[src/rtl/axis_word_serializer_if.sv]
// Word-in / byte-out AXI-Stream bundle for axis_word_serializer.
// slave = the serializer, master = whatever drives words in and sinks bytes out.
interface axis_word_serializer_if #(
  parameter int n = 5
);
  logic [n*8-1:0] in_tdata;
  logic [n-1:0]   in_tkeep;
  logic           in_tlast;
  logic           in_tvalid;
  logic           in_tready;
  logic [7:0]     out_tdata;
  logic           out_tlast;
  logic           out_tvalid;
  logic           out_tready;
  logic           err_keep;

  modport slave (
    input  in_tdata, in_tkeep, in_tlast, in_tvalid, out_tready,
    output in_tready, out_tdata, out_tlast, out_tvalid, err_keep
  );

  modport master (
    output in_tdata, in_tkeep, in_tlast, in_tvalid, out_tready,
    input  in_tready, out_tdata, out_tlast, out_tvalid, err_keep
  );
endinterface

[src/rtl/axis_word_serializer.sv]
// n-byte word to byte serializer, LSB first; byte 0 valid the cycle after word accept.
// Backpressure: out_tready low freezes the beat; in_tready only rises on the final accepted byte.
module axis_word_serializer #(
  parameter int n  = 5,
  parameter int nb = n * 8
) (
  input  logic                   aclk,
  input  logic                   aresetn,
  axis_word_serializer_if.slave  bus
);
  localparam int W = $clog2(n + 1);
  localparam logic [W-1:0] ONE = W'(1);

  typedef enum logic {IDLE = 1'b0, SEND = 1'b1} state_t;

  state_t          state_q, state_d;
  logic [nb-1:0]   data_q, data_d;
  logic [W-1:0]    cnt_q, cnt_d, idx_q, idx_d, run;
  logic            last_q, last_d, err_q, err_d;
  logic            keep_bad, gap, busy, at_end, final_beat, in_xfer;
  logic [7:0]      byte_sel;

  // Only the leading run of ones in tkeep counts; anything after a hole is dropped.
  always_comb begin
    run      = '0;
    gap      = 1'b0;
    keep_bad = 1'b0;
    for (int i = 0; i < n; i++) begin
      if (bus.in_tkeep[i]) begin
        if (gap) keep_bad = 1'b1;
        else     run = run + ONE;
      end else begin
        gap = 1'b1;
      end
    end
    if (run == '0) keep_bad = 1'b1;
  end

  always_comb begin
    byte_sel = 8'h00;
    for (int i = 0; i < n; i++) begin
      if (idx_q == W'(i)) byte_sel = data_q[8*i +: 8];
    end
  end

  assign busy       = (state_q == SEND);
  assign at_end     = (idx_q == cnt_q - ONE);
  assign final_beat = busy & bus.out_tready & at_end;
  assign in_xfer    = bus.in_tvalid & bus.in_tready;

  assign bus.in_tready  = aresetn & (~busy | final_beat);
  assign bus.out_tvalid = busy;
  assign bus.out_tdata  = busy ? byte_sel : 8'h00;
  assign bus.out_tlast  = busy & last_q & at_end;
  assign bus.err_keep   = err_q;

  always_comb begin
    state_d = state_q;
    data_d  = data_q;
    cnt_d   = cnt_q;
    idx_d   = idx_q;
    last_d  = last_q;
    err_d   = err_q;
    if (in_xfer) begin
      data_d  = bus.in_tdata;
      idx_d   = '0;
      cnt_d   = run;
      last_d  = bus.in_tlast & (run != '0);
      err_d   = err_q | keep_bad;
      state_d = (run != '0) ? SEND : IDLE;
    end else if (busy && bus.out_tready) begin
      if (at_end) state_d = IDLE;
      else        idx_d   = idx_q + ONE;
    end
  end

  always_ff @(posedge aclk or negedge aresetn) begin
    if (!aresetn) begin
      state_q <= IDLE;
      data_q  <= '0;
      cnt_q   <= '0;
      idx_q   <= '0;
      last_q  <= 1'b0;
      err_q   <= 1'b0;
    end else begin
      state_q <= state_d;
      data_q  <= data_d;
      cnt_q   <= cnt_d;
      idx_q   <= idx_d;
      last_q  <= last_d;
      err_q   <= err_d;
    end
  end
endmodule

[src/flat_wrapper.sv]
// flat-port wrapper written by rule: the top's interface ports become plain ports
module axis_word_serializer_flat 
#(
  parameter int n  = 5,
  parameter int nb = n * 8
)
  (aclk, aresetn, bus_in_tdata, bus_in_tkeep, bus_in_tlast, bus_in_tvalid, bus_out_tready, bus_in_tready, bus_out_tdata, bus_out_tlast, bus_out_tvalid, bus_err_keep);
  axis_word_serializer_if #(.n(n)) bus_i ();
  input  logic aclk;
  input  logic aresetn;
  input wire logic [$bits(bus_i.in_tdata)-1:0] bus_in_tdata;
  input wire logic [$bits(bus_i.in_tkeep)-1:0] bus_in_tkeep;
  input wire logic [$bits(bus_i.in_tlast)-1:0] bus_in_tlast;
  input wire logic [$bits(bus_i.in_tvalid)-1:0] bus_in_tvalid;
  input wire logic [$bits(bus_i.out_tready)-1:0] bus_out_tready;
  output wire logic [$bits(bus_i.in_tready)-1:0] bus_in_tready;
  output wire logic [$bits(bus_i.out_tdata)-1:0] bus_out_tdata;
  output wire logic [$bits(bus_i.out_tlast)-1:0] bus_out_tlast;
  output wire logic [$bits(bus_i.out_tvalid)-1:0] bus_out_tvalid;
  output wire logic [$bits(bus_i.err_keep)-1:0] bus_err_keep;
  assign bus_i.in_tdata = bus_in_tdata;
  assign bus_i.in_tkeep = bus_in_tkeep;
  assign bus_i.in_tlast = bus_in_tlast;
  assign bus_i.in_tvalid = bus_in_tvalid;
  assign bus_i.out_tready = bus_out_tready;
  assign bus_in_tready = bus_i.in_tready;
  assign bus_out_tdata = bus_i.out_tdata;
  assign bus_out_tlast = bus_i.out_tlast;
  assign bus_out_tvalid = bus_i.out_tvalid;
  assign bus_err_keep = bus_i.err_keep;
  axis_word_serializer #(.n(n), .nb(nb)) u_core (.aclk(aclk), .aresetn(aresetn), .bus(bus_i));
endmodule
[config.mk]
export PLATFORM = sky130hd
export DESIGN_NAME = axis_word_serializer_flat
export DESIGN_NICKNAME = d
export VERILOG_FILES = /design/src/rtl/axis_word_serializer_if.sv /design/src/rtl/axis_word_serializer.sv /design/src/flat_wrapper.sv
export SDC_FILE = /design/constraint.sdc
export NUM_CORES = 1
export LEC_CHECK = 0
export ABC_CLOCK_PERIOD_IN_PS = 2340
export BUFFER_PORTS_ARGS = -buffer_cell sky130_fd_sc_hd__buf_2
export CORE_MARGIN = 2
export CORE_UTILIZATION = 53
export DETAILED_ROUTE_END_ITERATION = 16
export PLACE_DENSITY = 0.79
export SLEW_MARGIN = 10
export SYNTH_ARGS = -nofsm -noshare
export SYNTH_HDL_FRONTEND = slang
export SYNTH_SLANG_ARGS = --single-unit
[constraint.sdc]
create_clock -name aclk -period 2.34 [get_ports aclk]
set_input_delay 0.234 -clock aclk [delete_from_list [all_inputs] [get_ports aclk]]
set_output_delay 0.234 -clock aclk [all_outputs]
set_load 0.01 [all_outputs]
==> results.json, run 1 <==
{
  "clock_sinks": 49,
  "p_leak_nw": 1.49,
  "track_usage": 0.219,
  "yosysSeqAreaShare": 0.475,
  "overflow": 0,
  "synth_nets": 291,
  "synth_mux_area_frac": 0.179,
  "grt_max_degree": 38,
  "drt_iter0_drc": 124,
  "drive_gt1_frac": 0.495,
  "hold_start": "bus_in_tdata[37]",
  "firstDrtPassIters": 4,
  "rows": 25,
  "synth.area.top_cells": "dfrtp_1, mux2_2, a22oi_1, ha_1, o21ai_0",
  "slew_violations": 0,
  "wl_met1_um": 2700,
  "finalWorstSetupSlack_ns": 0.0769,
  "synth-adder-area-share": 0.0436,
  "clockBufferDepth": 2,
  "syn2layout_area_growth_pct": 26.7,
  "io_buffers": 61,
  "fin_hold_ws_ns": 0.134,
  "synthSimpleGateAreaFrac": 0.0805,
  "r2r_end": "u_core.data_q[33]$_DFFE_PN0P_",
  "required_ns": 2.11,
  "fin_nets": 363,
  "cts.reportedPaths.clkPinSlew_ns": 0.09,
  "vdd_drop_max_uv": 605,
  "synth_top_area_cell": "dfrtp_1",
  "max_freq_mhz": 442,
  "synth_top_family_by_area": "multiplexers",
  "cts-root-buf": "clkbuf_8",
  "num_antenna_cells": 0,
  "htreeDepth": 2,
  "critPathMaxFanout": 8,
  "critical_path.max_stage_delay_ns": 0.44,
  "setup_viol": 0,
  "cap_violations": 0,
  "viasPerCell": 5.48,
  "p_per_area_nw_per_um2": 1290,
  "syn_area_um2": 2580,
  "syn_area_per_cell_um2": 11.1,
  "dr_wl_met2_um": 2970,
  "pwr-share-seq": 0.370,
  "worst_pin_slew_ns": 0.582,
  "synth_cell_type_count": 34,
  "slowest_stage": "dfrtp_2",
  "insertion_delay_ns": 0.31,
  "initial_utilization": 0.546,
  "routed_wirelength_um": 5970,
  "drc": 0,
  "status": "finished clean",
  "fin_skew_ns": 0.00550,
  "grt_pass1_vias": 1938,
  "vias": 2040,
  "path_class": "reg2out",
  "worstSetupEndpointType": "output pin",
  "highest_layer": "met4",
  "r2r_cells": 6,
  "ff2ff_setup_slack_ns": 0.15,
  "whs_path_depth": 2,
  "fin_crit_sh": 0.967,
  "core-area_um2": 4720,
  "setup_tns_ns": 0,
  "swShare": 0.383,
  "yosysWarnings": 0,
  "antenna_found_initial": 0,
  "p_clk_frac": 0.146,
  "place_ws_ns": -0.239,
  "hold_class": "in2reg",
  "r2r_start": "u_core.cnt_q[0]$_DFFE_PN0P_",
  "setup.worst_path.start": "u_core.idx_q[0]$_DFFE_PN0P_",
  "wl_per_cell_um": 16.0,
  "hpwl_um": 4090,
  "netlist_instances": 232,
  "worst_setup_path_start_kind": "flip-flop",
  "arrival_ns": 2.03,
  "finalHoldViolCount": 0,
  "min_period_ns": 2.26,
  "p_comb_frac": 0.483,
  "post-route-util": 0.692,
  "holdPathEnd": "u_core.data_q[37]$_DFFE_PN0P_",
  "die_w_um": 73.8,
  "wl_met3_um": 235,
  "grt_pass1_wl_um": 8950,
  "die_h_um": 73.8,
  "slew_headroom": 0.609,
  "synth_top_area_frac": 0.475,
  "cts_made_buffers": 5,
  "globalplace.congestion": 0.917,
  "synth-seq-cells": 49,
  "io_pins": 62,
  "yosys.area_share.xor_xnor": 0.0262,
  "tritoncts": "built",
  "path_cells": "inv_1 -> ha_1 -> nor2b_2 -> buf_6 -> a22oi_2 -> o21ai_0 -> a22oi_1 -> a21oi_1 -> buf_2",
  "power.internal_mw": 2.60,
  "ant_nets": 0,
  "power.switching_mw": 1.61,
  "die-area_um2": 5440,
  "synth_compound_area_frac": 0.155
}
cell usage in the layout (no fill, tap or decap), drive strengths merged, types with 4 or more instances in the layout:
cell type / instances
clkbuf: 5
a21oi: 13
nor2b: 4
xnor2: 4
nand2: 19
dfrtp: 49
buf: 77
nor2: 10
mux2: 41
inv: 9
o21ai: 21
a22oi: 16
ha: 9
area by class of cell:
type	count	area, µm²
sequential	49	1230
inverter	8	30.0
fill	342	1460
multi-input combinational	162	1360
clock buffer	5	68.8
timing repair buffer	78	452
tap	67	83.8
clock inverter	3	43.8
registers in the layout, indices dropped and copies added (netlist names):
signal / flops
u_core.last_q: 1
u_core.bus.out_tvalid: 1
u_core.data_q: 40
u_core.idx_q: 3
u_core.bus.err_keep: 1
u_core.cnt_q: 3
cell usage after synthesis:
cell,instances
dfrtp_1,49
mux2_2,39
o21ai_0,21
nand2_1,19
a22oi_1,16
a21oi_1,13
nor2_1,10
ha_1,9
inv_1,8
clkbuf_1,7
nor2b_1,4
xnor2_1,4
buf_4,3
a211oi_1,2
a21o_1,2
and3_1,2
buf_6,2
mux2_1,2
nand2b_1,2
nand3_1,2
nand3b_1,2
nand4_1,2
a21boi_0,1
a311o_1,1
buf_1,1
nor3_1,1
o221ai_1,1
o22ai_1,1
o31ai_1,1
o41a_1,1
o41ai_4,1
or3_1,1
xor2_1,1
xor3_1,1
cell families (layout without fill, tap and decap cells):
| kind of cell | Yosys count | count (layout) |
|---|---|---|
| xor gates and xnor gates | 6 | 6 |
| and+or+nand+nor | 45 | 45 |
| AOI/OAI and AO/OA | 61 | 61 |
| muxes | 41 | 41 |
| DFF | 49 | 49 |
| adders and majority gates | 9 | 9 |
| buffers and inverters | 21 | 94 |
power groups by stage:
stage	registers (mW)	logic [mW]	clock network, mW
6_report	1.56	2.04	0.617
5_1_grt	1.61	2.22	0.659
4_1_cts	1.53	1.86	0.623
3_5_place_dp	1.55	1.73	0
3_3_place_gp	1.52	1.68	0
2_1_floorplan	1.46	1.29	0
layer usage:
layer,global-route usage,vias up
met5,0,-
met4,0.0586,0
met3,0.0466,7
met2,0.351,47
li1,-,986
met1,0.301,1000
critical path, delay by kind of cell (launching register included):
kind | cells | cell delay (ns)
AO/OA/AOI/OAI | 4 | 0.52
AND/OR/NAND/NOR | 1 | 0.16
adder cells (fa/ha/maj) | 1 | 0.18
buffers and inverters | 3 | 0.42
flip-flops | 1 | 0.44
through the flow:
step	power (mW)	instance area, µm²	cells
3_3_place_gp	3.20	3000	359
5_1_grt	4.49	3270	372
3_5_place_dp	3.28	3000	359
4_1_cts	4.01	3170	371
2_1_floorplan	2.75	2590	232
6_report	4.22	3270	372
how the worst max path moves through the flow:
stage                                              endpoint  cells past startpoint
after floorplan           u_core.bus.out_tvalid$_DFFE_PN0P_                     14
after global placement    u_core.bus.out_tvalid$_DFFE_PN0P_                     15
after detailed placement  u_core.bus.out_tvalid$_DFFE_PN0P_                     13
after CTS                                  bus_out_tdata[0]                      9
after global routing                       bus_out_tdata[1]                      9
final                                      bus_out_tdata[4]                      9
timing repair:
action,in CTS,in global routing
hold buffers,1,0
pin swaps,1,17
setup buffers,3,1
gates resized for setup,5,30
endpoints found under the hold margin,12,0
endpoints found under the setup margin,8,22
Power figures use the tool's default switching activity.
==> run 2: changes to the inputs <==
--- a/config.mk
+++ b/config.mk
@@ -7,10 +7,12 @@
 export LEC_CHECK = 0
 export ABC_CLOCK_PERIOD_IN_PS = 2340
 export BUFFER_PORTS_ARGS = -buffer_cell sky130_fd_sc_hd__buf_2
+export CELL_PAD_IN_SITES_DETAIL_PLACEMENT = 2
+export CELL_PAD_IN_SITES_GLOBAL_PLACEMENT = 2
 export CORE_MARGIN = 2
-export CORE_UTILIZATION = 53
+export CORE_UTILIZATION = 34
 export DETAILED_ROUTE_END_ITERATION = 16
-export PLACE_DENSITY = 0.79
+export PLACE_DENSITY_LB_ADDON = 0.1
 export SLEW_MARGIN = 10
 export SYNTH_ARGS = -nofsm -noshare
 export SYNTH_HDL_FRONTEND = slang
==> run 2 against run 1 <==
  * Utilization is 25 points lower
  * Cell count grew 8.3%
  * Sequential share of layout area grew 0.12 points
  * Register-to-register slack hardly changed
  * Critical path type is now in2reg
  * Largest power group unchanged
==> results.json, run 2 (synthesis gave the netlist of run 1 again) <==
{
  "wl_per_cell_um": 17.9,
  "finalWorstSetupSlack_ns": 0.0463,
  "finalHoldViolCount": 0,
  "drt_iter0_drc": 72,
  "status": "finished clean",
  "largest_register_ffs": 40,
  "rows": 31,
  "largestRegisters": "u_core.data_q (40), u_core.cnt_q (3), u_core.idx_q (3)",
  "cp_top_family": "adder cells",
  "post-route-util": 0.446,
  "path_buf_inv": 2,
  "insertion_delay_ns": 0.31,
  "tritoncts": "built",
  "slew_headroom": 0.564,
  "fin_skew_ns": 0.0144,
  "grt_pass1_wl_um": 11800,
  "io_buffers": 61,
  "worst_setup_path_start_kind": "input pin",
  "die-area_um2": 8300,
  "path_cells": "buf_2 -> nand2b_4 -> inv_2 -> ha_1 -> nand2_1 -> o21ai_1 -> ha_1 -> nor2_1 -> nor2_1 -> ha_1 -> a211oi_2 -> nand2_1 -> a311o_1",
  "globalplace.congestion": 0.727,
  "firstDrtPassIters": 3,
  "setup_viol": 0,
  "cts_hold_buffers": 0,
  "critPathMaxFanout": 4,
  "drive_gt1_frac": 0.454,
  "initial_utilization": 0.354,
  "rsz0062_at_grt": "true",
  "syn2layout_area_growth_pct": 26.1,
  "vias": 2058,
  "fillers": 821,
  "p_leak_nw": 1.49,
  "p_per_area_nw_per_um2": 1270,
  "arrival_ns": 2.49,
  "cts-root-buf": "clkbuf_8",
  "drc": 0,
  "hpwl_um": 5290,
  "viasPerCell": 5.11,
  "overflow": 0,
  "grt_pass1_vias": 2332,
  "die_w_um": 91.1,
  "cts_made_buffers": 5,
  "clock_sinks": 49,
  "antenna_found_initial": 1,
  "place_ws_ns": -0.268,
  "worst_pin_slew_ns": 0.654,
  "critical_path.max_stage_delay_ns": 0.33,
  "ant_nets": 0,
  "max_freq_mhz": 436,
  "fin_hold_ws_ns": 0.101,
  "cp_common_cell": "ha_1",
  "hold_class": "in2async",
  "slew_violations": 0,
  "cts.reportedPaths.clkPinSlew_ns": 0.09,
  "cap_violations": 0,
  "min_period_ns": 2.29,
  "core-area_um2": 7290,
  "routed_wirelength_um": 7230,
  "clockBufferDepth": 2,
  "fin_nets": 362,
  "die_h_um": 91.1,
  "htreeDepth": 2,
  "track_usage": 0.181,
  "num_antenna_cells": 0,
  "io_pins": 62,
  "path_class": "in2reg",
  "final_common_cell": "buf_2",
  "vdd_drop_max_uv": 374,
  "slowest_stage": "ha_1",
  "worstSetupEndpointType": "flip-flop",
  "fin_crit_sh": 0.980,
  "regMostFlops": "u_core.data_q",
  "required_ns": 2.53,
  "layout_common_cells": "buf_2, dfrtp_1, mux2_2",
  "grt_max_degree": 51
}
## run 2: timing repair
action / in CTS / in global routing
setup endpoints to repair: 9 / 17
buffers inserted: 0 / 1
pin swaps: 0 / 9
resized for setup: 6 / 17
## run 2: layout make-up
cell class	instances	area (µm²)	area share
clock buffers	6	72.6	0.0223
repair buffers	77	450	0.138
multi-input cells	162	1310	0.403
flip-flops and latches	49	1230	0.377
clock inverters	2	38.8	0.0119
inverters	8	30.0	0.00923
well taps	99	124	0.0381
## run 2: path summary, 6_finish.rpt
check                           slack (ns)                                end                           from  cells after the start
worst max-delay path                  0.05  u_core.bus.out_tvalid$_DFFE_PN0P_                bus_in_tkeep[1]                     13
max in group asynchronous             1.78       u_core.data_q[3]$_DFFE_PN0P_                        aresetn                      2
worst min-delay path                  0.10      u_core.data_q[37]$_DFFE_PN0P_                        aresetn                      2
worst max register to register        0.14      u_core.data_q[18]$_DFFE_PN0P_    u_core.cnt_q[0]$_DFFE_PN0P_                      6
min in group aclk                     0.15      u_core.data_q[37]$_DFFE_PN0P_               bus_in_tdata[37]                      2
worst min register to register        0.49      u_core.data_q[38]$_DFFE_PN0P_  u_core.data_q[38]$_DFFE_PN0P_                      1
## run 2: power by group
part,leakage (nW),total [mW],internal [mW],switching (mW)
clock,0.0554,0.617,0.321,0.296
sequential,0.581,1.51,1.27,0.241
combinational,0.849,2.01,0.981,1.03
total,1.49,4.14,2.57,1.56
## run 2: metrics by stage
step,area [µm²],instances,setup TNS (ns),power [mW]
2_1_floorplan,2590,232,0,2.75
3_3_place_gp,3080,394,-0.245,3.33
3_5_place_dp,3080,394,-0.749,3.43
4_1_cts,3200,402,0,4.11
5_1_grt,3250,403,-0.130,4.47
6_report,3250,403,0,4.14
## run 2: per-layer routing
layer	GRT usage	wire, µm	up-vias
met5	0	11	-
li1	-	-	975
met2	0.338	3900	40
met4	0.0530	98	2
met3	0.0415	296	9
met1	0.205	2920	1032
==> run 3: changes to the inputs <==
--- a/config.mk
+++ b/config.mk
@@ -13,6 +13,7 @@
 export CORE_UTILIZATION = 34
 export DETAILED_ROUTE_END_ITERATION = 16
 export PLACE_DENSITY_LB_ADDON = 0.1
+export RECOVER_POWER = 100
 export SLEW_MARGIN = 10
 export SYNTH_ARGS = -nofsm -noshare
 export SYNTH_HDL_FRONTEND = slang
==> run 3 against run 2 <==
  * Clock power hardly changed
  * Critical endpoint unchanged
  * Largest cell class unchanged
  * Non-clock buffer count stayed put
  * Largest power group unchanged
  * Cell count stayed put
==> results.json, run 3 (synthesis gave the netlist of run 1 again) <==
{
  "status": "finished clean",
  "whs_path_depth": 2,
  "routed_wirelength_um": 7230,
  "insertion_delay_ns": 0.31,
  "die-area_um2": 8300,
  "finalWorstSetupSlack_ns": 0.0461,
  "cts.reportedPaths.clkPinSlew_ns": 0.09,
  "path_buf_inv": 2,
  "cap_violations": 0,
  "setup_tns_ns": 0,
  "place_ws_ns": -0.268,
  "cp_common_cell": "ha_1",
  "firstDrtPassIters": 3,
  "min_period_ns": 2.29,
  "post-route-util": 0.445,
  "slowest_stage": "ha_1",
  "regMostFlops": "u_core.data_q",
  "globalplace.congestion": 0.727,
  "io_buffers": 61,
  "worstSetupEndpointType": "flip-flop",
  "ant_nets": 0,
  "num_antenna_cells": 0,
  "initial_utilization": 0.354,
  "drt_iter0_drc": 68,
  "track_usage": 0.181,
  "required_ns": 2.53,
  "clock_sinks": 49,
  "final_common_cell": "buf_2",
  "fin_nets": 362,
  "clockBufferDepth": 2,
  "largest_register_ffs": 40,
  "die_h_um": 91.1,
  "p_per_area_nw_per_um2": 1270,
  "wl_per_cell_um": 18.0,
  "path_class": "in2reg",
  "largestRegisters": "u_core.data_q (40), u_core.cnt_q (3), u_core.idx_q (3)",
  "cts_made_buffers": 5,
  "tritoncts": "built",
  "syn2layout_area_growth_pct": 25.8,
  "fin_hold_ws_ns": 0.147,
  "critical_path.max_stage_delay_ns": 0.33,
  "worst-path-stages": 13,
  "layout_common_cells": "buf_2, dfrtp_1, mux2_2",
  "cts-root-buf": "clkbuf_8",
  "drc": 0,
  "arrival_ns": 2.49,
  "grt_max_degree": 51,
  "worst_setup_path_start_kind": "input pin",
  "hold_class": "in2reg",
  "vdd_drop_max_uv": 373,
  "viasPerCell": 5.12,
  "p_leak_nw": 1.48,
  "setup_viol": 0,
  "drive_gt1_frac": 0.444,
  "hpwl_um": 5290,
  "die_w_um": 91.1,
  "antenna_found_initial": 0,
  "io_pins": 62,
  "grt_pass1_vias": 2332,
  "finalHoldViolCount": 0,
  "slew_headroom": 0.149,
  "rows": 31,
  "cts_hold_buffers": 0,
  "critPathMaxFanout": 4,
  "path_cells": "buf_2 -> nand2b_4 -> inv_2 -> ha_1 -> nand2_1 -> o21ai_1 -> ha_1 -> nor2_1 -> nor2_1 -> ha_1 -> a211oi_2 -> nand2_1 -> a311o_1",
  "worst_pin_slew_ns": 1.28,
  "vias": 2065,
  "grt_pass1_wl_um": 11800,
  "cp_top_family": "adder cells",
  "rsz0062_at_grt": "true",
  "fillers": 823,
  "r2r_cells": 6,
  "max_freq_mhz": 436,
  "htreeDepth": 2,
  "slew_violations": 0,
  "power_mw": 4.13,
  "fin_skew_ns": 0.0155,
  "core-area_um2": 7290,
  "fin_crit_sh": 0.980,
  "overflow": 0
}
[run 3: per-layer routing]
metal / track usage / share of wire / vias up
met5: 0 / 0 / -
met4: 0.0530 / 0.0079 / 0
met3: 0.0415 / 0.031 / 5
met2: 0.338 / 0.55 / 37
met1: 0.205 / 0.41 / 1047
li1: - / - / 976
[run 3: final timing paths]
kind | slack, ns | startpoint | endpoint
worst min register to register | 0.49 | u_core.data_q[38]$_DFFE_PN0P_ | u_core.data_q[38]$_DFFE_PN0P_
worst max-delay path | 0.05 | bus_in_tkeep[1] | u_core.bus.out_tvalid$_DFFE_PN0P_
worst max register to register | 0.14 | u_core.cnt_q[0]$_DFFE_PN0P_ | u_core.data_q[18]$_DFFE_PN0P_
min in group asynchronous | 0.42 | aresetn | u_core.data_q[37]$_DFFE_PN0P_
worst min-delay path | 0.15 | bus_in_tdata[37] | u_core.data_q[37]$_DFFE_PN0P_
max in group asynchronous | 1.12 | aresetn | u_core.data_q[11]$_DFFE_PN0P_
[run 3: what timing repair did]
item / 4_1_cts / 5_1_grt
gates resized for setup: 6 / 17
buffers inserted: 0 / 1
setup endpoints to repair: 9 / 17
pin swaps: 0 / 9
[run 3: cell type report]
| type | count | area, µm² | area share |
|---|---|---|---|
| multi-input cells | 162 | 1310 | 0.404 |
| repair buffers | 77 | 442 | 0.136 |
| clock buffers | 6 | 72.6 | 0.0224 |
| flip-flops and latches | 49 | 1230 | 0.378 |
| well taps | 99 | 124 | 0.0382 |
| inverters | 8 | 30.0 | 0.00925 |
| clock inverters | 2 | 38.8 | 0.0120 |
[run 3: stage by stage]
stage,area (µm²),std cells
after detailed placement,3080,394
after floorplan,2590,232
after global placement,3080,394
after CTS,3200,402
final,3250,403
after global routing,3250,403
[run 3: power breakdown]
part | switching, mW | internal (mW) | leakage (nW)
clock network | 0.297 | 0.321 | 0.0554
registers | 0.241 | 1.27 | 0.581
logic | 1.03 | 0.972 | 0.841
